`src/rtl/wei_buf_rd_pkg.sv`:
```
// Shared definitions for the weight buffer and the weight cache side of its read port.
// Holds the FSM state encoding and the default data/address widths.
package wei_buf_rd_pkg;

  localparam int WBF_DATA_WIDTH = 8;
  localparam int WBF_ADDR_WIDTH = 8;

  localparam logic [1:0] ST_IDLE = 2'd0;
  localparam logic [1:0] ST_FILL = 2'd1;
  localparam logic [1:0] ST_WORK = 2'd2;

  typedef enum logic [1:0] {
    IDLE = ST_IDLE,
    FILL = ST_FILL,
    WORK = ST_WORK
  } wbf_state_t;

endpackage

```
`src/rtl/wei_buf_ofifo.sv`:
```
// Two-entry synchronous output FIFO for weight read responses.
// Flush has priority over push and pop.
module wei_buf_ofifo #(
  parameter int DATA_WIDTH = 8
) (
  input  logic                  clk,
  input  logic                  rst_n,
  input  logic                  push,
  input  logic                  pop,
  input  logic                  flush,
  input  logic [DATA_WIDTH-1:0] din,
  output logic                  full,
  output logic                  empty,
  output logic [1:0]            count,
  output logic [DATA_WIDTH-1:0] dout
);

  logic [DATA_WIDTH-1:0] mem [2];
  logic                  wr_ptr_reg;
  logic                  rd_ptr_reg;
  logic [1:0]            count_reg;
  logic                  do_push;
  logic                  do_pop;

  assign full    = (count_reg == 2'd2);
  assign empty   = (count_reg == 2'd0);
  assign count   = count_reg;
  assign do_push = push & ~full;
  assign do_pop  = pop & ~empty;
  assign dout    = mem[rd_ptr_reg];

  always_ff @(posedge clk or negedge rst_n) begin
    if (!rst_n) begin
      wr_ptr_reg <= 1'b0;
      rd_ptr_reg <= 1'b0;
      count_reg  <= 2'd0;
    end else if (flush) begin
      wr_ptr_reg <= 1'b0;
      rd_ptr_reg <= 1'b0;
      count_reg  <= 2'd0;
    end else begin
      if (do_push) wr_ptr_reg <= ~wr_ptr_reg;
      if (do_pop)  rd_ptr_reg <= ~rd_ptr_reg;
      case ({do_push, do_pop})
        2'b10:   count_reg <= count_reg + 2'd1;
        2'b01:   count_reg <= count_reg - 2'd1;
        default: count_reg <= count_reg;
      endcase
    end
  end

  genvar gi;
  generate
    for (gi = 0; gi < 2; gi++) begin : g_entry
      always_ff @(posedge clk) begin
        if (do_push && !flush && (wr_ptr_reg == 1'(gi))) mem[gi] <= din;
      end
    end
  endgenerate

endmodule

```
`src/rtl/wei_buf_rd.sv`:
```
// Weight buffer: filled sequentially from the GLB, then serves in-order single-word
// reads to the weight cache with 1-cycle latency and full backpressure.
module wei_buf_rd
  import wei_buf_rd_pkg::*;
#(
  parameter int DATA_WIDTH     = WBF_DATA_WIDTH,
  parameter int WEI_ADDR_WIDTH = WBF_ADDR_WIDTH,
  parameter int ISA_WIDTH      = 2
) (
  input  logic                      clk,
  input  logic                      rst_n,
  input  logic                      TOPWBF_CfgVld,
  input  logic [WEI_ADDR_WIDTH:0]   TOPWBF_CfgNum,
  output logic                      WBFTOP_CfgRdy,
  input  logic                      GLBWBF_DatVld,
  input  logic [DATA_WIDTH-1:0]     GLBWBF_Dat,
  output logic                      WBFGLB_DatRdy,
  input  logic                      WCAWBF_AdrVld,
  input  logic [WEI_ADDR_WIDTH-1:0] WCAWBF_Adr,
  output logic                      WBFWCA_AdrRdy,
  output logic                      WBFWCA_DatVld,
  output logic [DATA_WIDTH-1:0]     WBFWCA_Dat,
  input  logic                      WCAWBF_DatRdy
);

  localparam int DEPTH = 2 ** WEI_ADDR_WIDTH;

  // Config word width is reserved for future opcodes; nothing is decoded yet.
  generate
    if (ISA_WIDTH > 0) begin : g_isa_reserved
    end
  endgenerate

  wbf_state_t                state_reg, state_next;
  logic [WEI_ADDR_WIDTH:0]   fill_num_reg;
  logic [WEI_ADDR_WIDTH:0]   wr_cnt_reg;
  logic [WEI_ADDR_WIDTH-1:0] wr_ptr_reg;
  logic [DATA_WIDTH-1:0]     mem [DEPTH];
  logic [DATA_WIDTH-1:0]     rd_data_reg;
  logic                      inflight_reg;
  logic                      inflight_oor_reg;

  logic                      fill_hs;
  logic                      fill_done;
  logic                      adr_hs;
  logic                      adr_oor;
  logic                      leave_work;
  logic                      dat_vld;
  logic                      take;
  logic [1:0]                occ;
  logic [1:0]                occ_after;
  logic [DATA_WIDTH-1:0]     rd_val;

  logic                      fifo_push;
  logic                      fifo_pop;
  logic                      fifo_full;
  logic                      fifo_empty;
  logic [1:0]                fifo_count;
  logic [DATA_WIDTH-1:0]     fifo_dout;

  assign WBFTOP_CfgRdy = (state_reg == IDLE);
  assign WBFGLB_DatRdy = (state_reg == FILL) && (wr_cnt_reg < fill_num_reg);
  assign fill_hs       = GLBWBF_DatVld & WBFGLB_DatRdy;
  assign fill_done     = ((fill_hs ? wr_cnt_reg + 1'b1 : wr_cnt_reg) == fill_num_reg);
  assign leave_work    = (state_reg == WORK) & TOPWBF_CfgVld;

  always_comb begin
    state_next = state_reg;
    case (state_reg)
      IDLE:    if (TOPWBF_CfgVld) state_next = FILL;
      FILL:    if (fill_done)     state_next = WORK;
      WORK:    if (TOPWBF_CfgVld) state_next = IDLE;
      default: state_next = IDLE;
    endcase
  end

  always_ff @(posedge clk or negedge rst_n) begin
    if (!rst_n) begin
      state_reg    <= IDLE;
      fill_num_reg <= '0;
      wr_cnt_reg   <= '0;
      wr_ptr_reg   <= '0;
    end else begin
      state_reg <= state_next;
      if ((state_reg == IDLE) && TOPWBF_CfgVld) begin
        fill_num_reg <= TOPWBF_CfgNum;
        wr_cnt_reg   <= '0;
        wr_ptr_reg   <= '0;
      end else if (fill_hs) begin
        wr_cnt_reg <= wr_cnt_reg + 1'b1;
        wr_ptr_reg <= wr_ptr_reg + 1'b1;
      end
    end
  end

  always_ff @(posedge clk) begin
    if (fill_hs) mem[wr_ptr_reg] <= GLBWBF_Dat;
    if (adr_hs)  rd_data_reg <= mem[WCAWBF_Adr];
  end

  // The read register acts as the stage ahead of the FIFO: when the FIFO is empty
  // its data is presented directly, which gives 1-cycle latency with no bubbles.
  assign occ        = {1'b0, inflight_reg} + fifo_count;
  assign dat_vld    = ~fifo_empty | inflight_reg;
  assign take       = dat_vld & WCAWBF_DatRdy;
  assign occ_after  = occ - {1'b0, take};
  assign WBFWCA_AdrRdy = (state_reg == WORK) && (occ_after < 2'd2);
  assign adr_hs     = WCAWBF_AdrVld & WBFWCA_AdrRdy;
  assign adr_oor    = ({1'b0, WCAWBF_Adr} >= fill_num_reg);

  assign rd_val     = inflight_oor_reg ? '0 : rd_data_reg;
  assign fifo_pop   = take & ~fifo_empty;
  assign fifo_push  = inflight_reg & ~(take & fifo_empty);

  always_ff @(posedge clk or negedge rst_n) begin
    if (!rst_n) begin
      inflight_reg     <= 1'b0;
      inflight_oor_reg <= 1'b0;
    end else if (leave_work) begin
      inflight_reg     <= 1'b0;
      inflight_oor_reg <= 1'b0;
    end else begin
      inflight_reg     <= adr_hs;
      inflight_oor_reg <= adr_hs & adr_oor;
    end
  end

  wei_buf_ofifo #(
    .DATA_WIDTH(DATA_WIDTH)
  ) u_ofifo (
    .clk   (clk),
    .rst_n (rst_n),
    .push  (fifo_push),
    .pop   (fifo_pop),
    .flush (leave_work),
    .din   (rd_val),
    .full  (fifo_full),
    .empty (fifo_empty),
    .count (fifo_count),
    .dout  (fifo_dout)
  );

  assign WBFWCA_DatVld = dat_vld;
  assign WBFWCA_Dat    = !dat_vld ? '0 : (fifo_empty ? rd_val : fifo_dout);

endmodule

```
`config.mk`:
```
export PLATFORM = sky130hd
export DESIGN_NAME = wei_buf_rd
export DESIGN_NICKNAME = d
export VERILOG_FILES = /design/src/rtl/wei_buf_rd_pkg.sv /design/src/rtl/wei_buf_ofifo.sv /design/src/rtl/wei_buf_rd.sv
export SDC_FILE = /design/constraint.sdc
export NUM_CORES = 2
export LEC_CHECK = 0
export ABC_AREA = 1
export BUFFER_PORTS_ARGS = -buffer_cell sky130_fd_sc_hd__buf_4
export CORE_UTILIZATION = 39
export DETAILED_ROUTE_END_ITERATION = 10
export PLACE_DENSITY_LB_ADDON = 0.1
export SYNTH_ARGS = -nofsm -noshare
export SYNTH_HDL_FRONTEND = slang
export SYNTH_SLANG_ARGS = --single-unit
```
`constraint.sdc`:
```
create_clock -name clk -period 6.1 [get_ports clk]
set_clock_uncertainty 0.15 [all_clocks]
set_input_delay 0.305 -clock clk [delete_from_list [all_inputs] [get_ports clk]]
set_output_delay 0.305 -clock clk [all_outputs]
set_load 0.1 [all_outputs]
```
-- After elaboration in Yosys (flattened, before gate mapping)
Memories as Yosys holds them, arrays and structs flattened. A register that Yosys moved wholly into a read port is not among the register bits.
Index checks and enable logic that the tools add are counted.
- register bits after elaboration: 34
- bits in writable memories: 2064
- output and inout port bits: 12
- word-level logic and storage cells: 88
- memories: 2
- add/subtract/negate cells: 6
- magnitude comparators: 3
- equal/unequal tests: 9
- multiplexer cells: 28
- bitwise operators: 16
- reduce and logical (&&, ||, !) cells: 15
- memory list (name ; words ; bits a word ; read ports ; clocked after Yosys merged registers in ; wr ports ; line ; RTL):
    mem ; 256 ; 8 ; 1 ; 1 ; 1 ; wei_buf_rd.sv:38 ; logic [DATA_WIDTH-1:0] mem [DEPTH];
    u_ofifo.mem ; 2 ; 8 ; 1 ; 0 ; 1 ; wei_buf_ofifo.sv:18 ; logic [DATA_WIDTH-1:0] mem [2];
- operator list (cell ; number):
    $mux 8 ; 6
    $mux 9 ; 2
    $mux 1 ; 14
    $and 1x1->1 ; 10
    $add 9x1->9 const B ; 1
    $eq 9x9->1 ; 1
    $ge 8x9->1 ; 1
    $lt 9x9->1 ; 1
    $add 8x1->8 const B ; 1
    $mux 2 ; 4
    $reduce_or 8->1 ; 1
    $eq 2x2->1 const B ; 3
    $logic_and 1x1->1 ; 6
    $ne 2x2->1 const B ; 3
    $pmux 2 s3 ; 1
    $reduce_bool 2->1 ; 3
    $not 1->1 ; 5
    $eq 2x1->1 const B ; 2
    $logic_not 2->1 ; 2
    $pmux 2 s2 ; 1
    $reduce_and 3->1 ; 1
    $reduce_bool 3->1 ; 1
    $add 1x2->2 ; 1
    $add 2x1->2 const B ; 1
    other kinds (5) ; 5

-- Logic depth before layout (Yosys ltp)
- depth in word-level cells: 14
- gate-level depth with buffers: 17

-- By module
Synthesis repeated with hierarchy kept, for this count alone.
- cell total of the unflattened synthesis: 6915
- area, all modules: 85316.8 µm²
- modules (own cells, without submodules) (module ; instances ; cells each ; area each (µm²) ; sequential area each (µm²)):
    wei_buf_rd ; 1 ; 6837 ; 84484.8 ; 62489.9
    wei_buf_ofifo ; 1 ; 78 ; 832.0 ; 580.6

-- Worst setup path before layout
Ideal clock, no wire load.
- path type: reg-to-reg
- start point: reg u_ofifo.count_reg[1], in the netlist u_ofifo.count[1]
- end point: reg rd_data_reg[0], read port of mem (enable)
- setup time: 0.327 ns
- arrival time: 3.757 ns
- data required time: 5.623 ns
- slack: 1.866 ns
- stages on the path, launching flop included: 12
- buffers on the path: 1
- period minus slack after synthesis: 4.234 ns
- path through: dfrtp_1 -> nor2_1 -> clkinv_1 -> clkbuf_1 -> nor2_1 -> nor2_1 -> ha_1 -> xor2_1 -> or2_2 -> a21oi_1 -> nand2_1 -> inv_1
- longest elaborated chain between the ends: 8
- RTL lines (what ; line ; RTL):
    start: declaration ; wei_buf_ofifo.sv:21 ; logic [1:0] count_reg;
    start signal: assignment ; wei_buf_ofifo.sv:45 ; 2'b10: count_reg <= count_reg + 2'd1;
    start signal: assignment ; wei_buf_ofifo.sv:46 ; 2'b01: count_reg <= count_reg - 2'd1;
    start signal: assignment ; wei_buf_ofifo.sv:47 ; default: count_reg <= count_reg;
    $logic_not 2->1 ; wei_buf_ofifo.sv:26 ; assign empty = (count_reg == 2'd0);
    $not 1->1 ; wei_buf_rd.sv:104 ; assign dat_vld = ~fifo_empty | inflight_reg;
    $or 1x1->1 ; wei_buf_rd.sv:104 ;
    $and 1x1->1 ; wei_buf_rd.sv:105 ; assign take = dat_vld & WCAWBF_DatRdy;
    $sub 2x1->2 (*) ; wei_buf_rd.sv:106 ; assign occ_after = occ - {1'b0, take};
    $lt 2x2->1 (*) ; wei_buf_rd.sv:107 ; assign WBFWCA_AdrRdy = (state_reg == WORK) && (occ_after < 2'd2);
    $logic_and 1x1->1 (*) ; wei_buf_rd.sv:107 ;
    via WBFWCA_AdrRdy ; wei_buf_rd.sv:20 ; output logic WBFWCA_AdrRdy,
    $and 1x1->1 (*) ; wei_buf_rd.sv:108 ; assign adr_hs = WCAWBF_AdrVld & WBFWCA_AdrRdy;
    via adr_hs ; wei_buf_rd.sv:45 ; logic adr_hs;
    end: declaration ; wei_buf_rd.sv:39 ; logic [DATA_WIDTH-1:0] rd_data_reg;
The timed path passes the listed nets; every way through them passes the cells marked *.
A chain may end at the register's enable or synchronous reset.

-- Worst setup path in the final report
- start point: reg fill_num_reg[8]
- end point: mem mem[189][6] (enable)
- longest elaborated chain between the ends: 5
- RTL lines (what ; line ; RTL):
    start: declaration ; wei_buf_rd.sv:35 ; logic [WEI_ADDR_WIDTH:0] fill_num_reg;
    start signal: assignment ; wei_buf_rd.sv:86 ; fill_num_reg <= TOPWBF_CfgNum;
    $lt 9x9->1 ; wei_buf_rd.sv:62 ; assign WBFGLB_DatRdy = (state_reg == FILL) && (wr_cnt_reg < fill_num_reg);
    $logic_and 1x1->1 ; wei_buf_rd.sv:62 ;
    $and 1x1->1 ; wei_buf_rd.sv:63 ; assign fill_hs = GLBWBF_DatVld & WBFGLB_DatRdy;
    $mux 1 ; wei_buf_rd.sv:97 ; if (fill_hs) mem[wr_ptr_reg] <= GLBWBF_Dat;
    $mux 1 (not written as such) ; wei_buf_rd.sv:97 ;
    end: declaration ; wei_buf_rd.sv:38 ;
No other way between the ends.

==> metrics.txt <==
Hold Path End fill_num_reg[1]$_DFFE_PN0P_; row count roughly 170; core box area between 0.2 and 0.25 mm2; Via density about 5.6; final setup vio count 0; yosys warns 0; largest reg by FF count mem; CTS tree built; Worst setup SP type register; Post-synth EDFFs about 2,100; DR WL/cell 26.91 um; crit-path max FO 18; # clock sinks 2,106; CTS clk-pin slew, worst paths 0.06 ns; reg-to-reg critical path startpoint fill_num_reg[8]$_DFFE_PN0P_; total negative slack 0 ns; placer congestion estimate around 0.87; r2r worst-path depth 12; final wirelength 264,800 um; Final Slew Violations 0; period utilization 0.7428; Die X between 400 and 500 um; die area 0.2204 mm2; hold crit path type input pin to register; nets@finish a little under 7,000; P_sw around 8.7 mW; Tot GR Track Use 0.2360; outcome completed; IO buf count 42; Synth cell types 32; H-tree Lvls 4; Max stage delay on crit path approximately 0.62 ns; r2r endpoint mem[189][6]$_DFFE_PP_; Synth Register Bits approximately 2,100; CP max-delay cell nor2_1; total CTS buffers 221; Critical Path End Type register; reg2reg setup slack between 1.5 and 2 ns; Setup Crit Path Kind register to register; Max Fclk between 200 and 250 MHz; Pint ~25 mW; number of global-route vias before repair 55,090; Main synth FF type edfxtp_1; layout cells sized above 1 0.06600; Rel. slew slack 0.1230; Max-Cap Viols 0; Area Overhead vs Synth 12.11%; worst skew pair latency 0.87 ns; synthesized cell area around 0.085 mm2; initial antenna violation count 6; First-pass DRT Iterations 6; root buf cell clkbuf_16; largest net degree at the start of global routing between 150 and 200; vias 55,360; Final Hold Viols 0; top cells by count, synth edfxtp_1 (2,072), nor2_1 (1,252), nand2_1 (766), nand3_1 (601), o21ai_0 (578); dpl hpwl about 150,000 um; number of I/O pins between 40 and 50; crit-path cells inv_1 > ha_1 > nand2_1 > nand2_1 > nor2_1 > nand2_1 > nor2_4 > nand3_4 > nor2_1 > nand2_2 > buf_4 > nor2_1; Longest Clk Path Bufs 3; Worst Path Arrival roughly 4.9 ns; most frequent cell after synthesis edfxtp_1; part of the power in registers 0.481; Non-Filler Instances 9,841; switching part of the total 0.2601; # DRC 0; post_cts resized 0; WP data required 6.45 ns; first-pass GRT wire length 383,100 um; Syn Inst Count roughly 7,000; asr flop ratio synth 0.01614; GRT overflow 0; DP Cell Count between 9,000 and 10,000; Die Ht 469.5 um; share of the synthesized area in the top cell type 0.7300; LEAKAGE around 31 nW; register area share after synthesis 0.7400; Clock power frac 0.410; hold path depth 4; Total Power Consumption about 34 mW; Comb power frac 0.109; Post-CTS Hold Buffers 31; RSZ-0062 raised after global routing false; Cell Pwr Density between 300 and 400 mW/mm2; worst-margin pin slew around 1.3 ns; max FFs per register slightly above 2,000; cell accounting for the most synthesized area edfxtp_1; Final Hold Slack just over 0.07 ns; post-CTS setup buffers 0; Net Count, Synth about 7,000; Hold Startpoint TOPWBF_CfgNum[1]; Syn Area/Cell ~12 um2; top cells by area, synth edfxtp_1 (73%), nor2_1 (5.5%), nand3_1 (3.5%); peak supply drop roughly 0.28 mV; post-route ant nets 0; DR iter-0 viols between 6,000 and 7,000; crit path time final between 4 and 5 ns; initial core utilization 0.3925; Regs by FF count mem x2048, u_ofifo.mem x16
layer usage:
layer / up-vias / part of all wire / wire [um] / global-route usage
li1: 25050 / - / - / -
met1: 27970 / 0.45 / 118500 / 0.3354
met2: 1947 / 0.47 / 124400 / 0.3780
met3: 391 / 0.056 / 14730 / 0.03002
met4: 0 / 0.027 / 7202 / 0.07034
met5: - / 0 / 0 / 0
worst max-delay path, delay by kind of cell (launching register included):
| family | cells | cell delay (ns) |
|---|---|---|
| simple gates | 9 | 2.65 |
| flops | 1 | 0.40 |
| fa+ha+maj | 1 | 0.34 |
| buf+inv | 2 | 0.56 |
layout make-up:
class                   count  area (um2)
inverters                 114       452.9
well taps                2854        3571
fillers                 19920      121600
multi-input cells        4202       19420
clock buffers             270        5881
repair buffers            145        1663
diodes                      2       5.005
flip-flops and latches   2106       63070
clock inverters           148        1498
power groups by stage:
stage	registers (mW)	logic (mW)	clock network, mW
after detailed placement	16.5	3.65	0
after CTS	16.2	3.68	14.0
final	16.2	3.66	13.8
after global placement	16.5	3.69	0
after global routing	16.2	3.94	14.5
after floorplan	16.4	2.17	0
stage by stage:
stage                     area [um2]    util  setup slack, ns
after detailed placement       87850  0.4046            1.570
final                          95560  0.4400            1.569
after floorplan                85230       -            1.866
after global routing           95560  0.4400            1.359
after global placement         87850  0.4046            1.577
after CTS                      95550  0.4400            1.603
cells in the final DEF (no fill, tap or decap), types with 2 or more instances in the layout:
cell           count
a21oi_1           57
a31oi_1            8
buf_12            33
buf_4             70
buf_8             11
bufinv_16         28
clkbuf_1          38
clkbuf_16        226
clkbuf_8           6
clkinv_1          66
clkinv_2          36
clkinv_4           2
clkinv_8           3
clkinvlp_4         9
dfrtp_1           34
diode_2            2
dlygate4sd3_1     30
edfxtp_1        2072
ha_1              22
inv_1            103
inv_16             4
inv_2              4
inv_6              3
inv_8              3
nand2_1          750
nand2_2           11
nand2_4            5
nand3_1          601
nand4_1           13
nor2_1          1252
nor2_4             3
nor3_1             3
o21ai_0          578
o21ai_1          414
o22ai_1          473
xor2_1             4
cell families (layout without fill, tap and decap cells):
kind of cell / Yosys count / count (layout) / share of synthesized area
fa+ha+maj: 22 / 22 / 0.003230
flops: 2106 / 2106 / 0.7400
compound gates: 1534 / 1534 / 0.09727
simple gates: 2641 / 2641 / 0.1260
xor+xnor: 5 / 5 / 0.0005138
other cells: 0 / 2 / 0
buf+inv: 606 / 677 / 0.03297
worst max path at each step:
stage | start | end | slack, ns | depth (start not counted)
global route | fill_num_reg[8]$_DFFE_PN0P_ | mem[189][1]$_DFFE_PP_ | 1.36 | 12
finish | fill_num_reg[8]$_DFFE_PN0P_ | mem[189][6]$_DFFE_PP_ | 1.57 | 12
CTS | fill_num_reg[8]$_DFFE_PN0P_ | mem[189][4]$_DFFE_PP_ | 1.60 | 12
global placement | fill_num_reg[8]$_DFFE_PN0P_ | mem[189][4]$_DFFE_PP_ | 1.58 | 12
floorplan | u_ofifo.count[1]$_DFFE_PN0P_ | rd_data_reg[0]$_DFFE_PP_ | 1.87 | 11
detailed placement | fill_num_reg[8]$_DFFE_PN0P_ | mem[189][0]$_DFFE_PP_ | 1.57 | 12
No activity file was read; power rests on OpenSTA's default activity.
